==> config.mk <==
export PLATFORM = sky130hd
export DESIGN_NAME = log_range_reduce
export DESIGN_NICKNAME = d
export VERILOG_FILES = /design/src/rtl/log_range_reduce_pkg.sv /design/src/rtl/log_range_reduce_q12_const_mul.sv /design/src/rtl/log_range_reduce.sv
export SDC_FILE = /design/constraint.sdc
export NUM_CORES = 1
export LEC_CHECK = 0
export ABC_AREA = 1
export CAP_MARGIN = 5
export CORE_MARGIN = 4
export CORE_UTILIZATION = 25
export DETAILED_ROUTE_END_ITERATION = 10
export PLACE_DENSITY = 0.41
export RECOVER_POWER = 50
export SLEW_MARGIN = 0
export SYNTH_ARGS = -nofsm -noshare
export SYNTH_HDL_FRONTEND = slang
export SYNTH_SLANG_ARGS = --single-unit
==> constraint.sdc <==
create_clock -name clk -period 7.55 [get_ports clk]
set_clock_uncertainty 0.2 [all_clocks]
set_input_delay 1.1325 -clock clk [delete_from_list [all_inputs] [get_ports clk]]
set_output_delay 1.1325 -clock clk [all_outputs]
set_load 0.03 [all_outputs]
==> src/rtl/log_range_reduce_pkg.sv <==
// Shared constants and FSM state type for the log/exp range-reduction unit.
package log_range_pkg;
  localparam logic [15:0] E_Q12     = 16'h2B7E;
  localparam logic [15:0] INV_E_Q12 = 16'h05E3;
  localparam logic [15:0] ONE_Q12   = 16'h1000;
  localparam int          K_MIN     = -8;
  localparam int          K_MAX     = 7;

  typedef enum logic [1:0] {S_IDLE, S_RUN, S_DONE} state_t;
endpackage

==> src/rtl/log_range_reduce_q12_const_mul.sv <==
// Combinational Q4.12 multiply by a constant; LOG_RANGE_ROUND_EN selects
// round-to-nearest instead of truncation.
module q12_const_mul #(
  parameter int DATA_W = 16
) (
  input  logic [DATA_W-1:0] a,
  input  logic [DATA_W-1:0] c,
  output logic [DATA_W-1:0] p
);
`ifdef LOG_RANGE_ROUND_EN
  localparam logic [2*DATA_W-1:0] RND = (2*DATA_W)'(1) << 11;
`else
  localparam logic [2*DATA_W-1:0] RND = '0;
`endif

  logic [2*DATA_W-1:0] prod;

  assign prod = (2*DATA_W)'(a) * (2*DATA_W)'(c) + RND;
  assign p    = DATA_W'(prod >> 12);
endmodule

==> src/rtl/log_range_reduce.sv <==
// Iterative range reduction x = m * e^k with m in [1, e), one scale step per cycle.
// Build option: LOG_RANGE_ROUND_EN (rounded scale steps, see q12_const_mul).
module log_range_reduce
  import log_range_pkg::*;
#(
  parameter int DATA_W = 16,
  parameter int K_W    = 4
) (
  input  logic              clk,
  input  logic              rst_n,
  input  logic              in_valid,
  output logic              in_ready,
  input  logic [DATA_W-1:0] x_in,
  output logic              out_valid,
  input  logic              out_ready,
  output logic [K_W-1:0]    k_out,
  output logic [DATA_W-1:0] m_out,
  output logic              zero_out,
  output logic              sat_out
);
  localparam logic [K_W-1:0]    KMIN_V = K_W'(K_MIN);
  localparam logic [K_W-1:0]    KMAX_V = K_W'(K_MAX);
  localparam logic [DATA_W-1:0] E_V    = DATA_W'(E_Q12);
  localparam logic [DATA_W-1:0] IE_V   = DATA_W'(INV_E_Q12);
  localparam logic [DATA_W-1:0] ONE_V  = DATA_W'(ONE_Q12);

  state_t            state;
  logic [DATA_W-1:0] x;
  logic [K_W-1:0]    k;
  logic              too_big, too_small;
  logic [DATA_W-1:0] x_scaled;

  assign too_big   = (x >= E_V);
  assign too_small = (x < ONE_V);

  // Single multiplier: divide by e when too big, multiply by e otherwise.
  q12_const_mul #(.DATA_W(DATA_W)) u_mul (
    .a (x),
    .c (too_big ? IE_V : E_V),
    .p (x_scaled)
  );

  always_ff @(posedge clk or negedge rst_n) begin
    if (!rst_n) begin
      state     <= S_IDLE;
      in_ready  <= 1'b0;
      out_valid <= 1'b0;
      k_out     <= '0;
      m_out     <= '0;
      zero_out  <= 1'b0;
      sat_out   <= 1'b0;
      x         <= '0;
      k         <= '0;
    end else begin
      case (state)
        S_IDLE: begin
          in_ready <= 1'b1;
          if (in_valid && in_ready) begin
            x        <= x_in;
            k        <= '0;
            zero_out <= 1'b0;
            sat_out  <= 1'b0;
            in_ready <= 1'b0;
            state    <= S_RUN;
          end
        end
        S_RUN: begin
          if (x == '0) begin
            k_out     <= KMIN_V;
            m_out     <= '0;
            zero_out  <= 1'b1;
            out_valid <= 1'b1;
            state     <= S_DONE;
          end else if (too_big && k != KMAX_V) begin
            x <= x_scaled;
            k <= k + K_W'(1);
          end else if (too_small && k != KMIN_V) begin
            x <= x_scaled;
            k <= k - K_W'(1);
          end else begin
            // In range, or pinned at an exponent limit while still out of range.
            k_out     <= k;
            m_out     <= x;
            sat_out   <= too_big | too_small;
            out_valid <= 1'b1;
            state     <= S_DONE;
          end
        end
        S_DONE: begin
          if (out_ready) begin
            out_valid <= 1'b0;
            in_ready  <= 1'b1;
            state     <= S_IDLE;
          end
        end
        default: state <= S_IDLE;
      endcase
    end
  end
endmodule

### Word level (Yosys, flattened, before mapping)

Index checks and enable logic that the tools add are counted.

* word-level logic and storage cells: 83
* register bits after elaboration: 46
* input port bits: 20

* muxes and demuxes: 38
* equality and inequality tests: 15
* $lt $le $gt $ge: 2
* bitwise logic cells: 1
* multipliers: 1
* $add $sub $neg: 2
* reduce and logical (&&, ||, !) cells: 15

Operators by type and width (count)
* $mux W16: 7
* $pmux W16 S2: 1
* $mul A16 B14 Y28: 1
* $mux W4: 7
* $ge A16 B14 Y1 const B: 1
* $logic_not A16 Y1: 1
* $lt A16 B13 Y1 const B: 1
* $ne A2 B2 Y1 const B: 8
* $mux W14: 1
* $reduce_and A4 Y1: 3
* $mux W1: 11
* $mux W2: 5
* $ne A3 B3 Y1 const B: 3
* $pmux W1 S2: 4
* $pmux W4 S2: 1
* $pmux W2 S3: 1
* $reduce_and A3 Y1: 2
* $reduce_bool A2 Y1: 3
* $reduce_and A5 Y1: 1
* $add A4 B1 Y4 const B: 1
* $ne A4 B3 Y1 const B: 1
* $ne A4 B4 Y1 const B: 1
* $sub A4 B1 Y4 const B: 1
* $logic_and A1 B1 Y1: 3
* 5 further kinds: 5

### Depth between registers and ports, before layout

Gate-level depths: netlist of the first run.

* depth after elaboration: 7
* gate-level depth with buffers: 36

### By module

Synthesis of the first run repeated with hierarchy kept, for this count alone.

* cell total of the unflattened synthesis: 1557
* area, all modules: 11008.1 um2

Modules (own cells, without submodules)
* q12_const_mul: area an instance 8678.3 um2, instances 1, cells an instance 1251, sequential area each 0.0 um2
* log_range_reduce: area an instance 2329.7 um2, instances 1, cells an instance 306, sequential area each 1151.1 um2

### Least setup slack after synthesis of the first run

No wires, ideal clock.

* path type: reg2reg
* from: register x[0]
* to: register x[7]
* data required time: 7.229 ns
* stages on the path, launching flop included: 30
* slack: 0.955 ns
* buffers on the path: 2
* library setup time: 0.121 ns
* arrival time: 6.274 ns
* cells stage by stage: dfrtp_1 inv_1 ha_1 nand3_1 nor2_1 nand2_1 nand3_2 buf_6 buf_2 nor2_1 inv_1 fa_1 fa_1 inv_1 fa_1 fa_1 fa_1 inv_1 fa_1 inv_1 ha_1 nand2_1 nor2_1 inv_1 nor2_1 inv_1 o31ai_2 xor2_1 o21bai_1 nand2_1

* longest elaborated chain between the ends: 7

Ends and longest elaborated chain
* start, declared: RTL line log_range_reduce.sv:28 `logic [DATA_W-1:0] x;`
* start signal, assigned: RTL line log_range_reduce.sv:59 `x <= x_in;`
* start signal, assigned: RTL line log_range_reduce.sv:75 `x <= x_scaled;`
* start signal, assigned: RTL line log_range_reduce.sv:78 `x <= x_scaled;`
* $ge A16 B14 Y1: RTL line log_range_reduce.sv:33 `assign too_big = (x >= E_V);`
* $mux W14: RTL line log_range_reduce.sv:39 `.c (too_big ? IE_V : E_V),`
* $mul A16 B14 Y28: RTL line log_range_reduce_q12_const_mul.sv:18 `assign prod = (2*DATA_W)'(a) * (2*DATA_W)'(c) + RND;`
* $mux W16: RTL line log_range_reduce.sv:77 `end else if (too_small && k != KMIN_V) begin`
* $mux W16: RTL line log_range_reduce.sv:74 `end else if (too_big && k != KMAX_V) begin`
* $mux W16: RTL line log_range_reduce.sv:68 `if (x == '0) begin`
* $pmux W16 S2: RTL line log_range_reduce.sv:55 `case (state)`

Parallel ways exist; a longest one is shown, timed or not. The select of a mux whose other input is x is not followed.
A chain may end at the register's enable or synchronous reset.

### Worst setup path in the final report of the first run

* from: register x[10]
* to: register x[14]

Same word-level chain as after synthesis.

==> results of run 1 <==
==> routing by layer <==
layer | up-vias | part of all wire
met4 | 0 | 0.017
met3 | 17 | 0.038
met2 | 132 | 0.46
met5 | - | 0
li1 | 3380 | -
met1 | 3349 | 0.49
==> layout make-up <==
type	count	share of cell area
multi-input cells	729	0.635
flip-flops and latches	46	0.117
inverters	264	0.101
repair buffers	82	0.0734
well taps	448	0.0569
clock buffers	6	0.0131
clock inverters	2	0.00381
==> worst max path at each step <==
stage | from | endpoint | slack [ns] | cells past startpoint
3_5_place_dp | x[10] | x[14] | 0.05 | 30
6_report | x[10] | x[14] | 0.46 | 27
4_1_cts | x[10] | x[14] | 0.03 | 30
5_1_grt | x[10] | x[15] | 0.01 | 29
2_1_floorplan | x[0] | x[7] | 0.96 | 29
3_3_place_gp | x[10] | x[14] | 0.004 | 30
==> critical path: stages (launching register included) <==
cell,delay [ns]
dfrtp_2,0.49
inv_2,0.18
nand4_1,0.12
nor2_1,0.18
nand2_1,0.09
nand3_2,0.15
clkinvlp_4,0.15
buf_12,0.16
nor2_1,0.20
inv_1,0.13
fa_1,0.54
inv_1,0.05
fa_1,0.41
fa_1,0.50
fa_1,0.41
fa_1,0.60
inv_1,0.08
fa_1,0.54
inv_1,0.04
ha_1,0.37
nand2_1,0.18
o21ai_1,0.32
a21oi_1,0.12
o221a_2,0.26
nand3_1,0.08
nand3_1,0.07
nand2_1,0.14
nand2_1,0.13
==> cell usage in the layout (no fill, tap or decap), types with 7 or more instances in the layout <==
cell	n
nand2_1	162
xor2_1	9
o31ai_1	8
buf_4	36
nand3_1	31
conb_1	12
inv_2	8
nor3_1	7
dfrtp_1	44
dlygate4sd3_1	10
fa_1	127
nor2_1	104
a21oi_1	39
clkdlybuf4s50_1	32
inv_1	254
o21ai_1	12
o21ai_0	47
ha_1	107
==> flip-flops by register name (all words and copies together), names as in the netlist <==
signal,count
state,2
x,16
k_out,4
zero_out,1
out_valid,1
k,4
in_ready,1
sat_out,1
m_out,16
==> metrics by stage <==
stage	instances	setup WS (ns)	hold slack [ns]	area, um2
2_1_floorplan	1062	0.955	0.252	8480
3_3_place_gp	1568	0.00369	0.269	9650
3_5_place_dp	1568	0.0493	0.273	9650
4_1_cts	1576	0.0303	0.292	9820
5_1_grt	1577	0.0100	0.308	9850
6_report	1577	0.463	0.275	9850
==> logic make-up (layout without fill, tap and decap cells) <==
logic type,Yosys count,in the layout,synth area share
XOR/XNOR,14,14,0.0145
AO/OA/AOI/OAI,140,140,0.0972
buffers and inverters,287,354,0.130
adder cells (fa/ha/maj),234,234,0.459
AND/OR/NAND/NOR,329,329,0.161
flip-flops,46,46,0.136
other,2,12,0.000889
==> repair_timing <==
action / in CTS / in global routing
pin swaps: 0 / 0
buffers inserted: 0 / 1
endpoints found under the setup margin: 1 / 10
resized for setup: 2 / 9
==> metrics.txt, run 1 <==
die area 36800 um2; GRT Residual Overflow 0; GP Congestion between 0.8 and 0.9; largest cells by area after synthesis fa_1 (30%), ha_1 (16%), dfrtp_1 (14%), inv_1 (11%), nand2_1 (7.2%); DR iter-0 viols 410; GR Layer Usage met3 0.0167; Worst R2R Setup Slack about 0.46 ns; clk slew on worst S/H paths around 0.090 ns; syn_area_per_cell about 8 um2; Reg area 1150 um2; routed wire length between 20 and 30 mm; Die Span X about 190 um; grt peak-use layer met2; Critical R2R Launch x[10]; biggest area consumer among synthesized cells fa_1; Least-Margin Pin Slew about 3.1 ns; met1 Use GR 0.233; Netlist cell types 44; Synth top cells by count inv_1 (257), nand2_1 (163), fa_1 (127); fin util 0.294; die height ~190 um; synth-to-layout area growth 16.6%; TritonCTS buffer count 5; clk_lat worst skew between 0.3 and 0.4 ns; area of the multi-input gates 6250 um2; Setup Crit Path Kind reg -> reg; core box area about 33000 um2; final worst-path cycle share 0.939; number of buffer cells added on primary ports 43; setup TNS 0 ns; Rows 67; slew margin rel. -1.04; vias per cell roughly 4.4; worst hold stages 2; async set-or-reset flop fraction in the synthesized netlist 1.00; worst hold path class reg -> reg; CP Data Required Time ~7.5 ns; min-delay src k_out[2]; Ys Warns 0; TritonRoute pass-1 iters 5; total track usage 0.157; R2R Path End x[14]; Data arrival, critical path about 7.1 ns; Mapped Cells 1052; grt met2 use 0.249; CTS tree yes; initial antenna violation count 0; diode count 0; DRC violations left 0; fin crit period ~7.1 ns; Max Cap Viol 1; CTS HTree Levels 2; Initial Util 0.253; length in cells of the worst reg-to-reg path 27; layout cell share with drive strength beyond 1 0.0691; most common cell in the netlist inv_1; max-slew violation count between 40 and 50; first-pass GRT wire length 44.1 mm; failing checks capacitance limit, slew limit; hold bufs inserted after CTS 0; Fill cells ~3700; status complete, but fails checks; CTS Sinks 46; Clock Tree Root clkbuf_16; Boundary Pins 44; sequential area share after synthesis 0.136; RSZ-0062 raised after global routing no; Final nets roughly 1400; hold endpoint k_out[2]; number of synthesized flops with an enable pin 0; total number of vias 6878; final setup vio count 0; Worst Path Max Fanout 10; Post-Syn Area 8450 um2; WL/cell around 17 um; highest clock rate between 100 and 150 MHz; Max clock buf depth 2; commonest register cell after synthesis dfrtp_1; DP HPWL 23.7 mm; largest net degree at the start of global routing 47; Seq cells post-synth 46; Startpoint Class flip-flop; DRT antenna net count 0; number of global-route vias before repair between 7000 and 8000; share of Yosys cell area claimed by the top area cell type 0.301; Final Hold Fails 0; crit end category flip-flop
Power of run 1 is not shown: default switching activity piles up to over one toggle a cycle in this logic, so the estimate is an artifact.
==> inputs of run 2 (changes only) <==
--- a/config.mk
+++ b/config.mk
@@ -10,6 +10,7 @@
 export CORE_MARGIN = 4
 export CORE_UTILIZATION = 25
 export DETAILED_ROUTE_END_ITERATION = 10
+export MAX_ROUTING_LAYER = met4
 export PLACE_DENSITY = 0.41
 export RECOVER_POWER = 50
 export SLEW_MARGIN = 0
==> metrics.txt, run 2 (synthesis results as in run 1) <==
clk slew on worst S/H paths roughly 0.09 ns; DR iter-0 viols 417; first-pass GRT wire length ~44 mm; setup TNS 0 ns; leading cell type in the layout, fill and taps excluded inv_1; fin crit period between 7 and 8 ns; worst hold path class reg -> reg; number of global-route vias before repair 7340; grt peak-use layer met2; worst hold stages 2; CTS HTree Levels 2; Slowest cell on crit path fa_1; total track usage 0.162; setup ws final around 0.44 ns; largest net degree at the start of global routing 47; hold endpoint k_out[2]; WL/cell 17.4 um; Die Span X 192 um; status complete, but fails checks; Setup Crit Path Kind reg -> reg; TritonRoute pass-1 iters 5; CP Data Required Time about 7.5 ns; diode count 0; crit end category flip-flop; Data arrival, critical path about 7.1 ns; max-slew violation count 47; dpl ws between 0.04 and 0.05 ns; final worst-path cycle share 0.941; Initial Util 0.253; slew margin rel. -1.03; initial antenna violation count 0; TritonCTS buffer count 5; die area 36800 um2; DRT antenna net count 0; Worst R2R Setup Slack 0.44 ns; met1 Use GR 0.234; min-delay src k_out[2]; core box area between 30000 and 40000 um2; CTS Sinks 46; CTS tree yes; Final nets roughly 1400; failing checks capacitance limit, slew limit; Clock Tree Root clkbuf_16; final setup vio count 0; grt met2 use 0.249; clk_lat worst skew between 0.3 and 0.4 ns; Top Registers m_out x16, x x16; RSZ-0062 raised after global routing no; placed cells between 1500 and 2000; GRT Residual Overflow 0; GR Layer Usage met3 0.0156; highest clock rate 141 MHz; length in cells of the worst reg-to-reg path 26; Startpoint Class flip-flop; routed wire length roughly 27 mm; most frequent cells in the layout inv_1 (254), nand2_1 (162), fa_1 (127), ha_1 (107), nor2_1 (104); Max Cap Viol 1; most used cell, CP fa_1; die height approximately 190 um; synth-to-layout area growth 16.6%; Worst Path Max Fanout 6; total number of vias between 6000 and 7000; GP Congestion approximately 0.87; number of buffer cells added on primary ports between 40 and 50; DRC violations left 0; R2R Path End x[14]; Critical Path Max Stage Delay 0.63 ns; vias per cell 4.34; layout cell share with drive strength beyond 1 0.0691; Least-Margin Pin Slew between 3 and 4 ns; hold slack final around 0.27 ns; Boundary Pins 44; Critical R2R Launch x[10]; fin cells roughly 1600; Rows 67; Max clock buf depth 2; Final Hold Fails 0; DP HPWL 23.7 mm
## run 2: cell counts in the layout (fill, tap and decap cells not counted)
Identical to the previous run, type by type.
## run 2: how the worst max path moves through the flow
stage	start	endpoint	depth (start not counted)
after floorplan	x[0]	x[7]	29
after global placement	x[10]	x[14]	30
after detailed placement	x[10]	x[14]	30
after CTS	x[10]	x[14]	30
after global routing	x[10]	x[15]	29
final	x[10]	x[14]	26
## run 2: metal layers
metal / routed length (um) / vias up
met4: 488 / 0
met3: 993 / 19
met2: 12500 / 137
met5: 0 / -
met1: 13400 / 3304
li1: - / 3378
## run 2: critical path: cells and delay by family, from the launching register on
family | cells | cell delay, ns
simple gates | 10 | 1.29
fa+ha+maj | 7 | 3.65
buf+inv | 6 | 0.60
compound gates | 3 | 0.71
flops | 1 | 0.49
## run 2: area by class of cell
type / count / area [um2]
multi-input combinational: 729 / 6250
fill: 3683 / 23600
inverter: 264 / 995
clock inverter: 2 / 37.5
tap: 448 / 561
clock buffer: 6 / 129
sequential: 46 / 1150
timing repair buffer: 82 / 723
## run 2: timing repair
action / CTS / global route
endpoints found under the hold margin: 0 / 0
hold buffers: 0 / 0
setup endpoints to repair: 1 / 10
cloned: 0 / 0
gates resized for setup: 2 / 9
buffers inserted: 0 / 1
## run 2: metrics by stage
step                       util  instance area (um2)
after detailed placement  0.288                 9650
final                     0.294                 9850
after CTS                 0.294                 9820
after global routing      0.294                 9850
after floorplan               -                 8480
after global placement    0.288                 9650
Power of run 2 is left out for the same reason.
==> inputs of run 3 (changes only) <==
--- a/config.mk
+++ b/config.mk
@@ -9,6 +9,7 @@
 export CAP_MARGIN = 5
 export CORE_MARGIN = 4
 export CORE_UTILIZATION = 25
+export CTS_CLUSTER_SIZE = 12
 export DETAILED_ROUTE_END_ITERATION = 10
 export MAX_ROUTING_LAYER = met4
 export PLACE_DENSITY = 0.41
==> results of run 3 <==
Same layout as run 2: the final DEF is identical, and so are final timing and power.
Power of run 3 is left out for the same reason.
